$ cat src/rtl/touch_pkg.sv
// rtl/touch_pkg.sv - shared types and constants for the touch report receiver
package touch_pkg;

  typedef enum logic [2:0] {
    S_HDR,
    S_X0,
    S_X1,
    S_Y0,
    S_Y1
  } pkt_state_t;

  typedef enum logic [1:0] {
    R_IDLE,
    R_START,
    R_DATA,
    R_STOP
  } rx_state_t;

  localparam logic [6:0] TOUCH_HDR_MASK = 7'b1000000;
  localparam int TOUCH_PKT_BYTES = 5;

  // Pixel scaling: X*5>>5 maps 0..4095 to 0..639, Y*15>>7 maps to 0..479
  localparam int SCALE_X_MUL   = 5;
  localparam int SCALE_X_SHIFT = 5;
  localparam int SCALE_Y_MUL   = 15;
  localparam int SCALE_Y_SHIFT = 7;

  function automatic logic is_header(input logic [7:0] b);
    return b[7:1] == TOUCH_HDR_MASK;
  endfunction

endpackage

$ cat src/rtl/touch_uart_rx.sv
// rtl/touch_uart_rx.sv - 8N1 receiver with input synchroniser for the touch UART
module touch_uart_rx
  import touch_pkg::*;
#(
  parameter int DIV = 50
) (
  input  logic       clk,
  input  logic       reset_n,
  input  logic       uart_rxd,
  output logic       byte_stb,
  output logic [7:0] byte_data,
  output logic       stop_err
);

  localparam int CW = $clog2(DIV);
  localparam logic [CW-1:0] HALF_CNT = CW'(DIV / 2 - 1);
  localparam logic [CW-1:0] FULL_CNT = CW'(DIV - 1);

  rx_state_t     rx_state;
  rx_state_t     rx_next;
  logic          rxd_meta;
  logic          rxd_s;
  logic          rxd_prev;
  logic [CW-1:0] cnt;
  logic [2:0]    bit_idx;
  logic [7:0]    shreg;
  logic          fall;
  logic          cnt_done;

  // Preset high so reset release on an idle line never looks like a start bit
  always_ff @(posedge clk or negedge reset_n) begin
    if (!reset_n) begin
      rxd_meta <= 1'b1;
      rxd_s    <= 1'b1;
      rxd_prev <= 1'b1;
    end else begin
      rxd_meta <= uart_rxd;
      rxd_s    <= rxd_meta;
      rxd_prev <= rxd_s;
    end
  end

  assign fall     = rxd_prev & ~rxd_s;
  assign cnt_done = (cnt == '0);

  always_ff @(posedge clk or negedge reset_n) begin
    if (!reset_n) begin
      rx_state <= R_IDLE;
    end else begin
      rx_state <= rx_next;
    end
  end

  always_comb begin
    rx_next = rx_state;
    case (rx_state)
      R_IDLE:  if (fall) rx_next = R_START;
      R_START: if (cnt_done) rx_next = rxd_s ? R_IDLE : R_DATA;
      R_DATA:  if (cnt_done && bit_idx == 3'd7) rx_next = R_STOP;
      R_STOP:  if (cnt_done) rx_next = R_IDLE;
      default: rx_next = R_IDLE;
    endcase
  end

  always_comb begin
    byte_stb = 1'b0;
    stop_err = 1'b0;
    if (rx_state == R_STOP && cnt_done) begin
      byte_stb = rxd_s;
      stop_err = ~rxd_s;
    end
  end

  // Idle keeps the half-bit count preloaded so the start bit is checked mid-bit
  always_ff @(posedge clk or negedge reset_n) begin
    if (!reset_n) begin
      cnt     <= '0;
      bit_idx <= '0;
      shreg   <= '0;
    end else begin
      case (rx_state)
        R_IDLE: begin
          cnt     <= HALF_CNT;
          bit_idx <= '0;
        end
        R_DATA: begin
          if (cnt_done) begin
            shreg   <= {rxd_s, shreg[7:1]};
            bit_idx <= bit_idx + 3'd1;
            cnt     <= FULL_CNT;
          end else begin
            cnt <= cnt - 1'b1;
          end
        end
        default: cnt <= cnt_done ? FULL_CNT : cnt - 1'b1;
      endcase
    end
  end

  assign byte_data = shreg;

endmodule

$ cat src/rtl/touch_packet_rx.sv
// rtl/touch_packet_rx.sv - decodes 5-byte touch reports into X/Y/pen samples
// Optional pixel scaling of X/Y is built when TOUCH_PIXEL_SCALE_EN is defined.
module touch_packet_rx
  import touch_pkg::*;
#(
  parameter int CLK_HZ       = 50000000,
  parameter int BAUD         = 9600,
  parameter int TIMEOUT_BITS = 40
) (
  input  logic        clk,
  input  logic        reset_n,
  input  logic        uart_rxd,
  output logic [11:0] out_x,
  output logic [11:0] out_y,
  output logic        out_pen,
  output logic        out_valid,
  input  logic        out_ready,
  output logic        overflow,
  output logic        frame_err,
  input  logic        clr_status
);

  localparam int DIV = CLK_HZ / BAUD;
  localparam int TW  = $clog2(DIV);
  localparam int BW  = $clog2(TIMEOUT_BITS + 1);
  localparam logic [TW-1:0] TICK_LAST = TW'(DIV - 1);
  localparam logic [BW-1:0] BITS_MAX  = BW'(TIMEOUT_BITS);

  logic        byte_stb;
  logic [7:0]  byte_data;
  logic        stop_err;

  pkt_state_t  pkt_state;
  pkt_state_t  pkt_next;
  logic        hdr_load;
  logic        data_byte;
  logic        complete;
  logic        timeout;
  logic [TW-1:0] tick_cnt;
  logic [BW-1:0] idle_bits;

  logic [11:0] x_acc;
  logic [6:0]  y_lo;
  logic        pen_acc;
  logic [11:0] new_x;
  logic [11:0] new_y;
  logic [11:0] pix_x;
  logic [11:0] pix_y;

  touch_uart_rx #(
    .DIV(DIV)
  ) u_uart_rx (
    .clk      (clk),
    .reset_n  (reset_n),
    .uart_rxd (uart_rxd),
    .byte_stb (byte_stb),
    .byte_data(byte_data),
    .stop_err (stop_err)
  );

  always_ff @(posedge clk or negedge reset_n) begin
    if (!reset_n) begin
      pkt_state <= S_HDR;
    end else begin
      pkt_state <= pkt_next;
    end
  end

  // Any byte with bit7 set resynchronises, whatever state we are in
  always_comb begin
    pkt_next = pkt_state;
    if (stop_err) begin
      pkt_next = S_HDR;
    end else if (byte_stb) begin
      if (pkt_state == S_HDR || byte_data[7]) begin
        pkt_next = is_header(byte_data) ? S_X0 : S_HDR;
      end else begin
        case (pkt_state)
          S_X0:    pkt_next = S_X1;
          S_X1:    pkt_next = S_Y0;
          S_Y0:    pkt_next = S_Y1;
          default: pkt_next = S_HDR;
        endcase
      end
    end else if (timeout) begin
      pkt_next = S_HDR;
    end
  end

  always_comb begin
    hdr_load  = byte_stb && is_header(byte_data);
    data_byte = byte_stb && !byte_data[7] && (pkt_state != S_HDR);
    complete  = data_byte && (pkt_state == S_Y1);
  end

  // Bit-period ticks since the last byte; idle in S_HDR so it never fires there
  always_ff @(posedge clk or negedge reset_n) begin
    if (!reset_n) begin
      tick_cnt  <= '0;
      idle_bits <= '0;
    end else if (byte_stb || pkt_state == S_HDR) begin
      tick_cnt  <= '0;
      idle_bits <= '0;
    end else if (tick_cnt == TICK_LAST) begin
      tick_cnt <= '0;
      if (!timeout) idle_bits <= idle_bits + 1'b1;
    end else begin
      tick_cnt <= tick_cnt + 1'b1;
    end
  end

  assign timeout = (idle_bits == BITS_MAX);

  always_ff @(posedge clk or negedge reset_n) begin
    if (!reset_n) begin
      x_acc   <= '0;
      y_lo    <= '0;
      pen_acc <= 1'b0;
    end else if (hdr_load) begin
      pen_acc <= byte_data[0];
    end else if (data_byte) begin
      case (pkt_state)
        S_X0:    x_acc[6:0]  <= byte_data[6:0];
        S_X1:    x_acc[11:7] <= byte_data[4:0];
        S_Y0:    y_lo        <= byte_data[6:0];
        default: ;
      endcase
    end
  end

  assign new_x = x_acc;
  assign new_y = {byte_data[4:0], y_lo};

`ifdef TOUCH_PIXEL_SCALE_EN
  logic [14:0] x_prod;
  logic [15:0] y_prod;
  assign x_prod = 15'(new_x) * 15'(SCALE_X_MUL);
  assign y_prod = 16'(new_y) * 16'(SCALE_Y_MUL);
  assign pix_x  = 12'(x_prod >> SCALE_X_SHIFT);
  assign pix_y  = 12'(y_prod >> SCALE_Y_SHIFT);
`else
  assign pix_x = new_x;
  assign pix_y = new_y;
`endif

  // A completion always wins over acceptance; overwrite only counts as loss if unread
  always_ff @(posedge clk or negedge reset_n) begin
    if (!reset_n) begin
      out_x     <= '0;
      out_y     <= '0;
      out_pen   <= 1'b0;
      out_valid <= 1'b0;
      overflow  <= 1'b0;
      frame_err <= 1'b0;
    end else begin
      if (complete) begin
        out_x     <= pix_x;
        out_y     <= pix_y;
        out_pen   <= pen_acc;
        out_valid <= 1'b1;
      end else if (out_valid && out_ready) begin
        out_valid <= 1'b0;
      end

      if (complete && out_valid && !out_ready) begin
        overflow <= 1'b1;
      end else if (clr_status) begin
        overflow <= 1'b0;
      end

      if (stop_err) begin
        frame_err <= 1'b1;
      end else if (clr_status) begin
        frame_err <= 1'b0;
      end
    end
  end

endmodule

$ cat config.mk
export PLATFORM = sky130hd
export DESIGN_NAME = touch_packet_rx
export DESIGN_NICKNAME = d
export VERILOG_FILES = /design/src/rtl/touch_pkg.sv /design/src/rtl/touch_uart_rx.sv /design/src/rtl/touch_packet_rx.sv
export SDC_FILE = /design/constraint.sdc
export NUM_CORES = 1
export LEC_CHECK = 0
export BUFFER_PORTS_ARGS = -buffer_cell sky130_fd_sc_hd__buf_2
export CAP_MARGIN = 20
export CELL_PAD_IN_SITES_DETAIL_PLACEMENT = 1
export CELL_PAD_IN_SITES_GLOBAL_PLACEMENT = 2
export CORE_ASPECT_RATIO = 0.5
export CORE_MARGIN = 5
export CORE_UTILIZATION = 44
export DETAILED_ROUTE_END_ITERATION = 8
export MAX_ROUTING_LAYER = met4
export PLACE_DENSITY = 0.88
export SETUP_SLACK_MARGIN = 0.15
export SLEW_MARGIN = 20
export SYNTH_ARGS = -nofsm -noshare
export SYNTH_HDL_FRONTEND = slang
export SYNTH_SLANG_ARGS = --single-unit
$ cat constraint.sdc
create_clock -name clk -period 4.5 [get_ports clk]
set_input_delay 0.225 -clock clk [delete_from_list [all_inputs] [get_ports clk]]
set_output_delay 0.225 -clock clk [all_outputs]
set_load 0.05 [all_outputs]
Word level (Yosys, flattened, before mapping)
Cells that the tools add are included.

Bits in registers: 99. Input port bits: 5. Output and inout bits: 28. Logic and storage cells: 102.

Add/sub/neg operators: 4. Equality and inequality tests: 17. Multiplexer cells: 28. Bitwise gates (word level): 3. Reduce and logical (&&, ||, !) cells: 30.

Operators by type and width (count): 2-to-1 mux 13 bit (4); 2-to-1 mux 6 bit (3); 2-to-1 mux 3 bit (5); adder 13 x 1 -> 13 bit (second input constant) (1); equality test 13 bit (second input constant) (1); zero test 13 bit (1); subtractor 13 x 1 -> 13 bit (second input constant) (1); != test 2 x 1 -> 1 bit (second input constant) (6); 2-to-1 mux 2 bit (5); nonzero test 2 bit (5); logical AND 1 bit (9); case mux 3 bit (3 select lines) (1); AND reduction 3 bit (3); 2-to-1 mux 1 bit (8); case mux 2 bit (4 select lines) (1); equality test 7 bit (second input constant) (1); adder 6 x 1 -> 6 bit (second input constant) (1); equality test 3 x 2 -> 1 bit (second input constant) (2); equality test 3 bit (second input constant) (2); equality test 6 bit (second input constant) (1); case mux 3 bit (2 select lines) (1); AND reduction 2 bit (3); nonzero test 3 bit (2); equality test 2 bit (second input constant) (2); other kinds (10) (13).

Longest topological paths before layout
Gate-level depths: netlist of run 1.

Depth in word-level cells: 9. Gate-level depth with buffers: 8. Mapped depth without buffers: 6.

By module
From an unflattened synthesis of run 1, not the netlist that was laid out.

Cells, all modules: 341. Area, all modules: 4315.4 µm².

Modules (own cells, without submodules): touch_packet_rx (times used 1, cells each 224, area an instance 2939.1 µm², seq. area each 1751.7 µm²); touch_uart_rx (times used 1, cells each 117, area an instance 1376.3 µm², seq. area each 729.4 µm²).

Worst setup path before layout of run 1
OpenSTA, ideal clock, no wires.

Path kind: register to register. Start: register u_uart_rx.cnt[9]. End: register out_x[0]. Library setup time: 0.125 ns. Arrival: 2.597 ns. Required time: 4.375 ns. Path slack: 1.778 ns. Stages on the path, launching flop included: 7. Buffers on the path: 2. Period minus slack after synthesis: 2.722 ns. Cells stage by stage: dfrtp_1 -> or4_4 -> or4_4 -> or4_1 -> buf_4 -> buf_6 -> mux2_4.

Cells in the longest elaborated chain, start to end: 6.

Ends and longest elaborated chain: start: declaration (line touch_uart_rx.sv:24) `logic [CW-1:0] cnt;`; start signal: assignment (line touch_uart_rx.sv:92) `cnt <= cnt - 1'b1;`; start signal: assignment (line touch_uart_rx.sv:95) `default: cnt <= cnt_done ? FULL_CNT : cnt - 1'b1;`; zero test 13 bit (line touch_uart_rx.sv:44) `assign cnt_done = (cnt == '0);`; logical AND 1 bit (line touch_uart_rx.sv:68) `if (rx_state == R_STOP && cnt_done) begin`; 2-to-1 mux 1 bit (line touch_uart_rx.sv:68); logical AND 1 bit (2 in a row) (line touch_packet_rx.sv:92) `data_byte = byte_stb && !byte_data[7] && (pkt_state != S_HDR);`; logical AND 1 bit (line touch_packet_rx.sv:93) `complete = data_byte && (pkt_state == S_Y1);`; end signal: assignment (line touch_packet_rx.sv:157) `out_x <= pix_x;`; end: declaration (line touch_packet_rx.sv:13) `output logic [11:0] out_x,`.

Every way passes these cells. A chain may end at the register's enable or synchronous reset.

Final worst setup path of run 1
Start: register u_uart_rx.cnt[0]. End: register out_x[1].

Same word-level chain as after synthesis.

==> results of run 1 <==
==> flip-flops by register name, summed over array words and instances (netlist names), 6 cells and up, named ones only <==
register / flops
idle_bits: 6
new_x: 12
out_x: 12
out_y: 12
tick_cnt: 13
u_uart_rx.byte_data: 8
u_uart_rx.cnt: 13
y_lo: 7
==> cell families after synthesis <==
logic type,share of synthesized area (%)
DFF,57.11
xor gates and xnor gates,4.234
buffers and inverters,2.333
adders and majority gates,1.728
muxes,15.99
AOI/OAI and AO/OA,4.004
and+or+nand+nor,14.60
==> layout by cell type, fill, tap and decap left out, types with 2 or more instances in the layout <==
master / count
sky130_fd_sc_hd__clkbuf_16: 9
sky130_fd_sc_hd__mux2_2: 35
sky130_fd_sc_hd__or4_4: 2
sky130_fd_sc_hd__nand4b_1: 3
sky130_fd_sc_hd__dfstp_2: 3
sky130_fd_sc_hd__inv_6: 2
sky130_fd_sc_hd__nor3b_1: 4
sky130_fd_sc_hd__nor4b_1: 2
sky130_fd_sc_hd__inv_1: 11
sky130_fd_sc_hd__nand4_1: 5
sky130_fd_sc_hd__nor4_1: 5
sky130_fd_sc_hd__a21o_1: 2
sky130_fd_sc_hd__buf_4: 4
sky130_fd_sc_hd__dfrtp_1: 96
sky130_fd_sc_hd__mux2i_1: 3
sky130_fd_sc_hd__nand3b_1: 3
sky130_fd_sc_hd__xnor2_1: 13
sky130_fd_sc_hd__and3_1: 3
sky130_fd_sc_hd__a21oi_1: 8
sky130_fd_sc_hd__nor3_1: 8
sky130_fd_sc_hd__or3_1: 3
sky130_fd_sc_hd__o21ai_0: 6
sky130_fd_sc_hd__or4_1: 5
sky130_fd_sc_hd__dlygate4sd3_1: 2
sky130_fd_sc_hd__nand2b_1: 3
sky130_fd_sc_hd__nor2_1: 32
sky130_fd_sc_hd__xor2_1: 8
sky130_fd_sc_hd__o31ai_1: 2
sky130_fd_sc_hd__clkinvlp_4: 2
sky130_fd_sc_hd__nand2_1: 14
sky130_fd_sc_hd__ha_1: 6
sky130_fd_sc_hd__buf_2: 31
sky130_fd_sc_hd__nand3_1: 17
sky130_fd_sc_hd__mux2_4: 18
==> metrics by stage <==
step | utilization, % | hold WS, ns | cells | instance area (um^2) | setup WS, ns
final | 51.93 | 0.1008 | 524 | 4955 | 1.616
after global routing | 51.93 | 0.1082 | 524 | 4955 | 1.438
after CTS | 51.93 | 0.09310 | 524 | 4955 | 1.604
after detailed placement | 48.62 | 0.2758 | 506 | 4638 | 1.660
after global placement | 48.62 | 0.2612 | 506 | 4638 | 1.717
after floorplan | - | -0.07059 | 347 | 4344 | 1.778
==> cells in the mapped netlist, drive strengths merged (2+ instances only) <==
master / instances
or3: 3
nor3: 8
buf: 3
nand2b: 3
dfrtp: 96
and3: 3
o31ai: 2
nor4b: 2
dfstp: 3
nand4b: 3
nand3: 17
nor3b: 4
xnor2: 13
nand2: 14
mux2: 53
nand3b: 3
a21oi: 8
ha: 6
nor4: 6
o21ai: 6
nand4: 5
mux2i: 3
clkbuf: 8
or4: 7
xor2: 8
a21o: 2
inv: 11
nor2: 32
==> power breakdown <==
part / switching (mW) / internal [mW] / leakage [nW]
clock: 0.354 / 0.400 / 0.138
sequential: 0.0550 / 0.940 / 1.34
combinational: 0.0933 / 0.0660 / 0.913
total: 0.503 / 1.41 / 2.39
==> area by class of cell <==
type | instances | share of cell area (%)
clock buffer | 10 | 4.823
clock inverter | 6 | 1.162
inverter | 11 | 0.8333
multi-input combinational | 226 | 35.56
sequential | 99 | 50.08
tap | 135 | 3.409
timing repair buffer | 37 | 4.141
==> worst max-delay path: stages, from the launching register on <==
cell and delay, ns:
sky130_fd_sc_hd__dfrtp_1 0.42, sky130_fd_sc_hd__inv_1 0.08, sky130_fd_sc_hd__ha_1 0.21, sky130_fd_sc_hd__nor3b_1 0.67
sky130_fd_sc_hd__nand3b_1 0.24, sky130_fd_sc_hd__or4_1 0.51, sky130_fd_sc_hd__buf_4 0.28, sky130_fd_sc_hd__mux2_4 0.35
==> per-layer routing <==
| metal | vias to the layer above | track usage (%) | wire length (um) |
|---|---|---|---|
| met2 | 38 | 31.04 | 4994 |
| li1 | 1302 | - | - |
| met4 | 0 | 5.109 | 117 |
| met5 | - | - | 0 |
| met3 | 10 | 4.453 | 266 |
| met1 | 1462 | 21.12 | 4258 |
==> final timing paths <==
kind                       cells past startpoint  slack [ns]                         to
min                                            2        0.10      frame_err$_DFFE_PN0P_
min in group asynchronous                      2        0.44       out_x[2]$_DFFE_PN0P_
max reg2reg                                    7        1.62       out_x[1]$_DFFE_PN0P_
max                                            7        1.62       out_x[1]$_DFFE_PN0P_
min reg2reg                                    0        0.36  u_uart_rx.rxd_s$_DFF_PN1_
max in group asynchronous                      3        2.98   idle_bits[3]$_DFFE_PN0P_
==> metrics.log, run 1 <==
[metrics] fraction of registers with async set or reset after synthesis: 100.0%
[metrics] worst setup skew after layout: approximately 0.013 ns
[metrics] quantity of gates resized following cts: 0
[metrics] Cells after Synth: approximately 350
[metrics] clock latency at the later pin of the worst-skew pair: 0.35 ns
[metrics] total power consumption of the routed design: around 1.9 mW
[metrics] final cycle utilization of the critical path: 64.10%
[metrics] Yosys top cell by area: sky130_fd_sc_hd__dfrtp_1
[metrics] width of the die: about 150 um
[metrics] residual overflow from global routing: 0
[metrics] critical path type: flip-flop to flip-flop
[metrics] crit end category: flip-flop
[metrics] TritonCTS Buffers: 9
[metrics] die height: 80.26 um
[metrics] Synthesis Warnings: 0
[metrics] Data required, critical path: approximately 4.7 ns
[metrics] Routed Antenna Nets: 0
[metrics] measured slew at the worst slew-check pin: between 0.8 and 0.9 ns
[metrics] startpoint of the lowest-slack hold path: clr_status
[metrics] accumulated negative setup slack: 0 ns
[metrics] Std-Cell Core Area: approximately 0.0095 mm^2
[metrics] unrepaired setup endpoints after global routing: no
[metrics] share of synthesized area occupied by flip-flops and latches: a little under three fifths
[metrics] DRC: 0
[metrics] initial antenna violation count: 0
[metrics] placer's final routability congestion estimate: slightly below 0.8
[metrics] first-pass GRT wire length: 16280 um
[metrics] number of post-CTS setup repair buffers: 0
[metrics] Root Buffer: sky130_fd_sc_hd__clkbuf_16
[metrics] initial core utilization: between 40 and 50%
[metrics] multi-input gate area in the final layout: between 0.0015 and 0.002 mm^2
[metrics] count of TritonRoute iterations in the first routing pass: 4
[metrics] TritonCTS clock tree: yes
[metrics] Synth Cell Area: between 0.004 and 0.005 mm^2
[metrics] power density over the cells: approximately 390 mW/mm^2
[metrics] Post-Syn Nets: ~360
[metrics] Area growth, synth to finish: 14.06%
[metrics] vias in the first global route: ~3.1k
[metrics] DIE AREA: about 0.012 mm^2
[metrics] run status: complete, no violations
[metrics] routed length per placed instance: roughly 18 um
[metrics] Worst Setup SP: u_uart_rx.cnt[0]$_DFF_PN0_
[metrics] total count of max-transition violations in the final report: 0
[metrics] pin count of the biggest net entering global routing: 52
[metrics] critical path data arrival time: around 3.1 ns
[metrics] endpoints failing hold: 0
[metrics] relative slew slack: roughly 46%
[metrics] I/O pin total: 33
[metrics] Filler Cells Inserted: 1004
[metrics] Detail Placement HPWL: slightly below 7000 um
[metrics] Final #Nets: between 300 and 400
[metrics] final worst path period need: 2.885 ns
[metrics] # rows: 25
[metrics] Longest Clk Path Bufs: 2
[metrics] number of sinks handled by clock tree synthesis: between 90 and 100
[metrics] wire length after detailed routing: between 9000 and 10000 um
[metrics] Post-synth EDFFs: 0
[metrics] Yosys reg bits: slightly below 100
[metrics] Clk pin slew, worst setup/hold paths: around 0.07 ns
[metrics] share of post-route cells with drive strength above 1: between 20 and 30%
[metrics] leading post-synthesis cells by cell area: sky130_fd_sc_hd__dfrtp_1 55%, sky130_fd_sc_hd__mux2_2 9.1%, sky130_fd_sc_hd__mux2_4 6.2%
[metrics] register area: approximately 0.0025 mm^2
[metrics] setup-violating endpoint count in the final report: 0
[metrics] Yosys cell types: 47
[metrics] worst min-delay path category: input port to flip-flop
[metrics] startpoint of the most critical register-to-register path: u_uart_rx.cnt[0]$_DFF_PN0_
[metrics] H-tree level count: 3
[metrics] Post-Syn Area per Cell: 12.52 um^2
[metrics] crit-path max FO: 27
[metrics] total number of vias: approximately 2.8k
[metrics] top cell type's share of synthesized area: 55.30%
[metrics] gr usage total: 17.96%
[metrics] standby leakage power: between 2 and 2.5 nW
[metrics] maximum vdd drop: 0.2419 mV
[metrics] max-cap violation count: 0
[metrics] detailed-route vias per instance: around 5.4
[metrics] dominant register cell in the synthesized netlist: sky130_fd_sc_hd__dfrtp_1
[metrics] timing-limited maximum frequency: 0.3467 GHz
[metrics] count of routing violations after the opening detailed-route iteration: 120
[metrics] hold_buf cts: 2
[metrics] critical path launch point type: flip-flop
[metrics] Antenna diodes: 0
[metrics] number of input and output port buffers inserted: 32
No activity file was read; power rests on OpenSTA's default activity.
==> inputs of run 2 (changes only) <==
--- a/config.mk
+++ b/config.mk
@@ -11,10 +11,10 @@
 export CELL_PAD_IN_SITES_GLOBAL_PLACEMENT = 2
 export CORE_ASPECT_RATIO = 0.5
 export CORE_MARGIN = 5
-export CORE_UTILIZATION = 44
+export CORE_UTILIZATION = 41
 export DETAILED_ROUTE_END_ITERATION = 8
 export MAX_ROUTING_LAYER = met4
-export PLACE_DENSITY = 0.88
+export PLACE_DENSITY = 0.83
 export SETUP_SLACK_MARGIN = 0.15
 export SLEW_MARGIN = 20
 export SYNTH_ARGS = -nofsm -noshare
==> constraint.sdc (replaced) <==
create_clock -name clk -period 2.8 [get_ports clk]
set_input_delay 0.14 -clock clk [delete_from_list [all_inputs] [get_ports clk]]
set_output_delay 0.14 -clock clk [all_outputs]
set_load 0.05 [all_outputs]
==> run 2 against run 1 <==
  * Power grew 58%
  * Hold slack lost 0.029 ns
  * Cell count grew 2.7%
  * Critical endpoint is now out_pen$_DFFE_PN0P_
  * Global-route usage shrank 1.0 points
  * Non-clock buffer count grew 7
  * Clock-buffer cell count is the same
  * Die area grew 6.6%
  * First-iteration DRC count shrank 4.2%
  * Flip-flop and latch count is the same
  * Setup slack lost 1.4 ns
  * Highest routed layer unchanged
  * Sequential power grew 60%
  * Maximum frequency grew 13%
  * Largest cell class unchanged
==> metrics.log, run 2 (synthesis results as in run 1) <==
[metrics] run status: complete, no violations (unchanged)
[metrics] largest registers ranked by flip-flop count: tick_cnt (13), u_uart_rx.cnt (13) (unchanged)
[metrics] Routed Antenna Nets: 0 (unchanged)
[metrics] Met2 Routed Length: 5017 um (was 4994 um)
[metrics] die height: 82.79 um (was 80.26 um)
[metrics] total count of max-transition violations in the final report: 0 (unchanged)
[metrics] initial core utilization: 42.26% (was 45.53%)
[metrics] measured slew at the worst slew-check pin: 0.8472 ns (was 0.8006 ns)
[metrics] maximum vdd drop: 0.2677 mV (was 0.2419 mV)
[metrics] detailed-route vias per instance: 5.312 (was 5.366)
[metrics] max-cap violation count: 0 (unchanged)
[metrics] Data required, critical path: 3.03 ns (was 4.73 ns)
[metrics] placer's final routability congestion estimate: 0.7841 (was 0.7810)
[metrics] crit end category: flip-flop (unchanged)
[metrics] critical path data arrival time: 2.80 ns (was 3.12 ns)
[metrics] Worst Setup SP: u_uart_rx.cnt[6]$_DFF_PN0_ (was u_uart_rx.cnt[0]$_DFF_PN0_)
[metrics] timing-limited maximum frequency: 0.3902 GHz (was 0.3467 GHz)
[metrics] wl on met1: 4340 um (was 4258 um)
[metrics] wire length after detailed routing: 9758 um (was 9636 um)
[metrics] power density over the cells: 601.4 mW/mm^2 (was 385.2 mW/mm^2)
[metrics] DIE AREA: 0.01288 mm^2 (was 0.01208 mm^2)
[metrics] startpoint of the lowest-slack hold path: out_ready (was clr_status)
[metrics] topmost layer with routed signal wires: met4 (unchanged)
[metrics] Clk pin slew, worst setup/hold paths: 0.07 ns (about the same)
[metrics] H-tree level count: 3 (unchanged)
[metrics] count of TritonRoute iterations in the first routing pass: 4 (unchanged)
[metrics] crit-path max FO: 13 (was 27)
[metrics] vias in the first global route: 3220 (was 3112)
[metrics] Antenna diodes: 0 (unchanged)
[metrics] accumulated negative setup slack: 0 ns (unchanged)
[metrics] TritonCTS clock tree: yes (unchanged)
[metrics] routed length per placed instance: 18.14 um (was 18.39 um)
[metrics] critical path launch point type: flip-flop (unchanged)
[metrics] worst min-delay path category: input port to flip-flop (unchanged)
[metrics] DRC: 0 (unchanged)
[metrics] Area growth, synth to finish: 15.75% (was 14.06%)
[metrics] residual overflow from global routing: 0 (unchanged)
[metrics] # rows: 26 (was 25)
[metrics] Longest Clk Path Bufs: 2 (unchanged)
[metrics] met3 routed wirelength: 269 um (was 266 um)
[metrics] final worst path period need: 2.563 ns (was 2.885 ns)
[metrics] placed cell count: 513 (was 506)
[metrics] most frequent standard cell in the layout excluding fill and tap cells: sky130_fd_sc_hd__dfrtp_1 (unchanged)
[metrics] Std-Cell Core Area: 0.01028 mm^2 (was 0.009540 mm^2)
[metrics] length in cells of the worst reg-to-reg path: 4 (was 7)
[metrics] Final #Nets: 404 (was 395)
[metrics] register-to-register setup slack: 0.24 ns (was 1.62 ns)
[metrics] first-pass GRT wire length: 16270 um (was 16280 um)
[metrics] width of the die: 155.6 um (was 150.5 um)
[metrics] worst setup skew after layout: 0.007329 ns (was 0.01298 ns)
[metrics] TritonCTS Buffers: 9 (unchanged)
[metrics] setup-violating endpoint count in the final report: 0 (unchanged)
[metrics] pin count of the biggest net entering global routing: 60 (was 52)
[metrics] share of post-route cells with drive strength above 1: 31.41% (was 29.56%)
[metrics] number of input and output port buffers inserted: 32 (unchanged)
[metrics] count of routing violations after the opening detailed-route iteration: 115 (was 120)
[metrics] I/O pin total: 33 (unchanged)
[metrics] final cell count without fillers: 538 (was 524)
[metrics] initial antenna violation count: 0 (unchanged)
[metrics] Detail Placement HPWL: 6608 um (was 6733 um)
[metrics] Root Buffer: sky130_fd_sc_hd__clkbuf_16 (unchanged)
[metrics] capturing point of the worst reg2reg path: out_pen$_DFFE_PN0P_ (was out_x[1]$_DFFE_PN0P_)
[metrics] total number of vias: 2858 (was 2812)
[metrics] number of cells on the worst hold path: 3 (was 2)
[metrics] commonest cells after routing, fill and taps aside: 96 x sky130_fd_sc_hd__dfrtp_1, 35 x sky130_fd_sc_hd__mux2_2, 32 x sky130_fd_sc_hd__nor2_1, 31 x sky130_fd_sc_hd__buf_2, 18 x sky130_fd_sc_hd__mux2_4 (unchanged)
[metrics] gr usage total: 16.93% (was 17.96%)
[metrics] critical path type: flip-flop to flip-flop (unchanged)
[metrics] standby leakage power: 2.435 nW (was 2.394 nW)
[metrics] clock latency at the later pin of the worst-skew pair: 0.35 ns (about the same)
[metrics] hold worst-path end: out_valid$_DFFE_PN0P_ (was frame_err$_DFFE_PN0P_)
[metrics] number of sinks handled by clock tree synthesis: 99 (unchanged)
[metrics] total power consumption of the routed design: 3.024 mW (was 1.909 mW)
[metrics] startpoint of the most critical register-to-register path: u_uart_rx.cnt[6]$_DFF_PN0_ (was u_uart_rx.cnt[0]$_DFF_PN0_)
[metrics] unrepaired setup endpoints after global routing: no (unchanged)
[metrics] relative slew slack: 43.00% (was 46.13%)
[metrics] endpoints failing hold: 0 (unchanged)
[metrics] final cycle utilization of the critical path: 91.53% (was 64.10%)
==> run 2: cell types whose count changed in the layout (fill, tap and decap cells not counted), moves of 2 or more <==
cell                       delta
sky130_fd_sc_hd__or4_1        -2
sky130_fd_sc_hd__clkinv_2     +5
sky130_fd_sc_hd__or4_4        +4
sky130_fd_sc_hd__buf_4        +5
sky130_fd_sc_hd__inv_6        -2
==> run 2: what timing repair did <==
action | CTS | global route
hold buffers | 3 | 0
endpoints found under the setup margin | 25 | 27
hold endpoints to repair | 60 | 0
pin swaps | 4 | 2
cloned | 2 | 0
setup buffers | 4 | 0
gates resized for setup | 2 | 1
==> run 2: how the worst max path moves through the flow <==
stage,end,cells past startpoint,slack (ns)
final,out_pen$_DFFE_PN0P_,4,0.24
after global routing,out_x[5]$_DFFE_PN0P_,6,0.15
after CTS,out_y[8]$_DFFE_PN0P_,4,0.16
after detailed placement,out_y[8]$_DFFE_PN0P_,4,0.08
after global placement,out_x[6]$_DFFE_PN0P_,4,0.15
after floorplan,u_uart_rx.byte_data[0]$_DFFE_PN0P_,8,0.15
==> run 2: layer usage <==
| metal | global-route usage [%] | up-vias |
|---|---|---|
| met5 | - | - |
| met2 | 29.57 | 26 |
| li1 | - | 1326 |
| met3 | 5.386 | 9 |
| met1 | 19.04 | 1497 |
| met4 | 5.153 | 0 |
==> run 2: report_power, final <==
| part | switching (mW) | internal (mW) | leakage [nW] |
|---|---|---|---|
| Combinational | 0.171 | 0.143 | 0.961 |
| Sequential | 0.0768 | 1.51 | 1.34 |
| Clock | 0.527 | 0.595 | 0.132 |
| Total | 0.775 | 2.25 | 2.43 |
==> run 2: metrics by stage <==
stage	cell area (um^2)	setup WS, ns	hold slack (ns)	util, %
floorplan	4359	0.1526	-0.1556	-
global route	5029	0.1526	0.08182	48.92
finish	5029	0.2372	0.07197	48.92
CTS	5024	0.1613	0.06151	48.87
global placement	4679	0.1463	0.2425	45.52
detailed placement	4679	0.08384	0.2507	45.52
==> run 2: final cells by class <==
cell class | instances | area (um^2)
fillers | 1104 | 5251
flip-flops and latches | 99 | 2481
multi-input cells | 228 | 1797
repair buffers | 44 | 272.8
clock buffers | 10 | 229.0
well taps | 140 | 175.2
inverters | 11 | 41.29
clock inverters | 6 | 32.53
==> run 2: worst max-delay path: stages (launching register included) <==
cell                      delay, ns
sky130_fd_sc_hd__dfrtp_1       0.39
sky130_fd_sc_hd__or4_4         0.58
sky130_fd_sc_hd__or4_4         0.55
sky130_fd_sc_hd__or4_4         0.59
sky130_fd_sc_hd__mux2_4        0.34
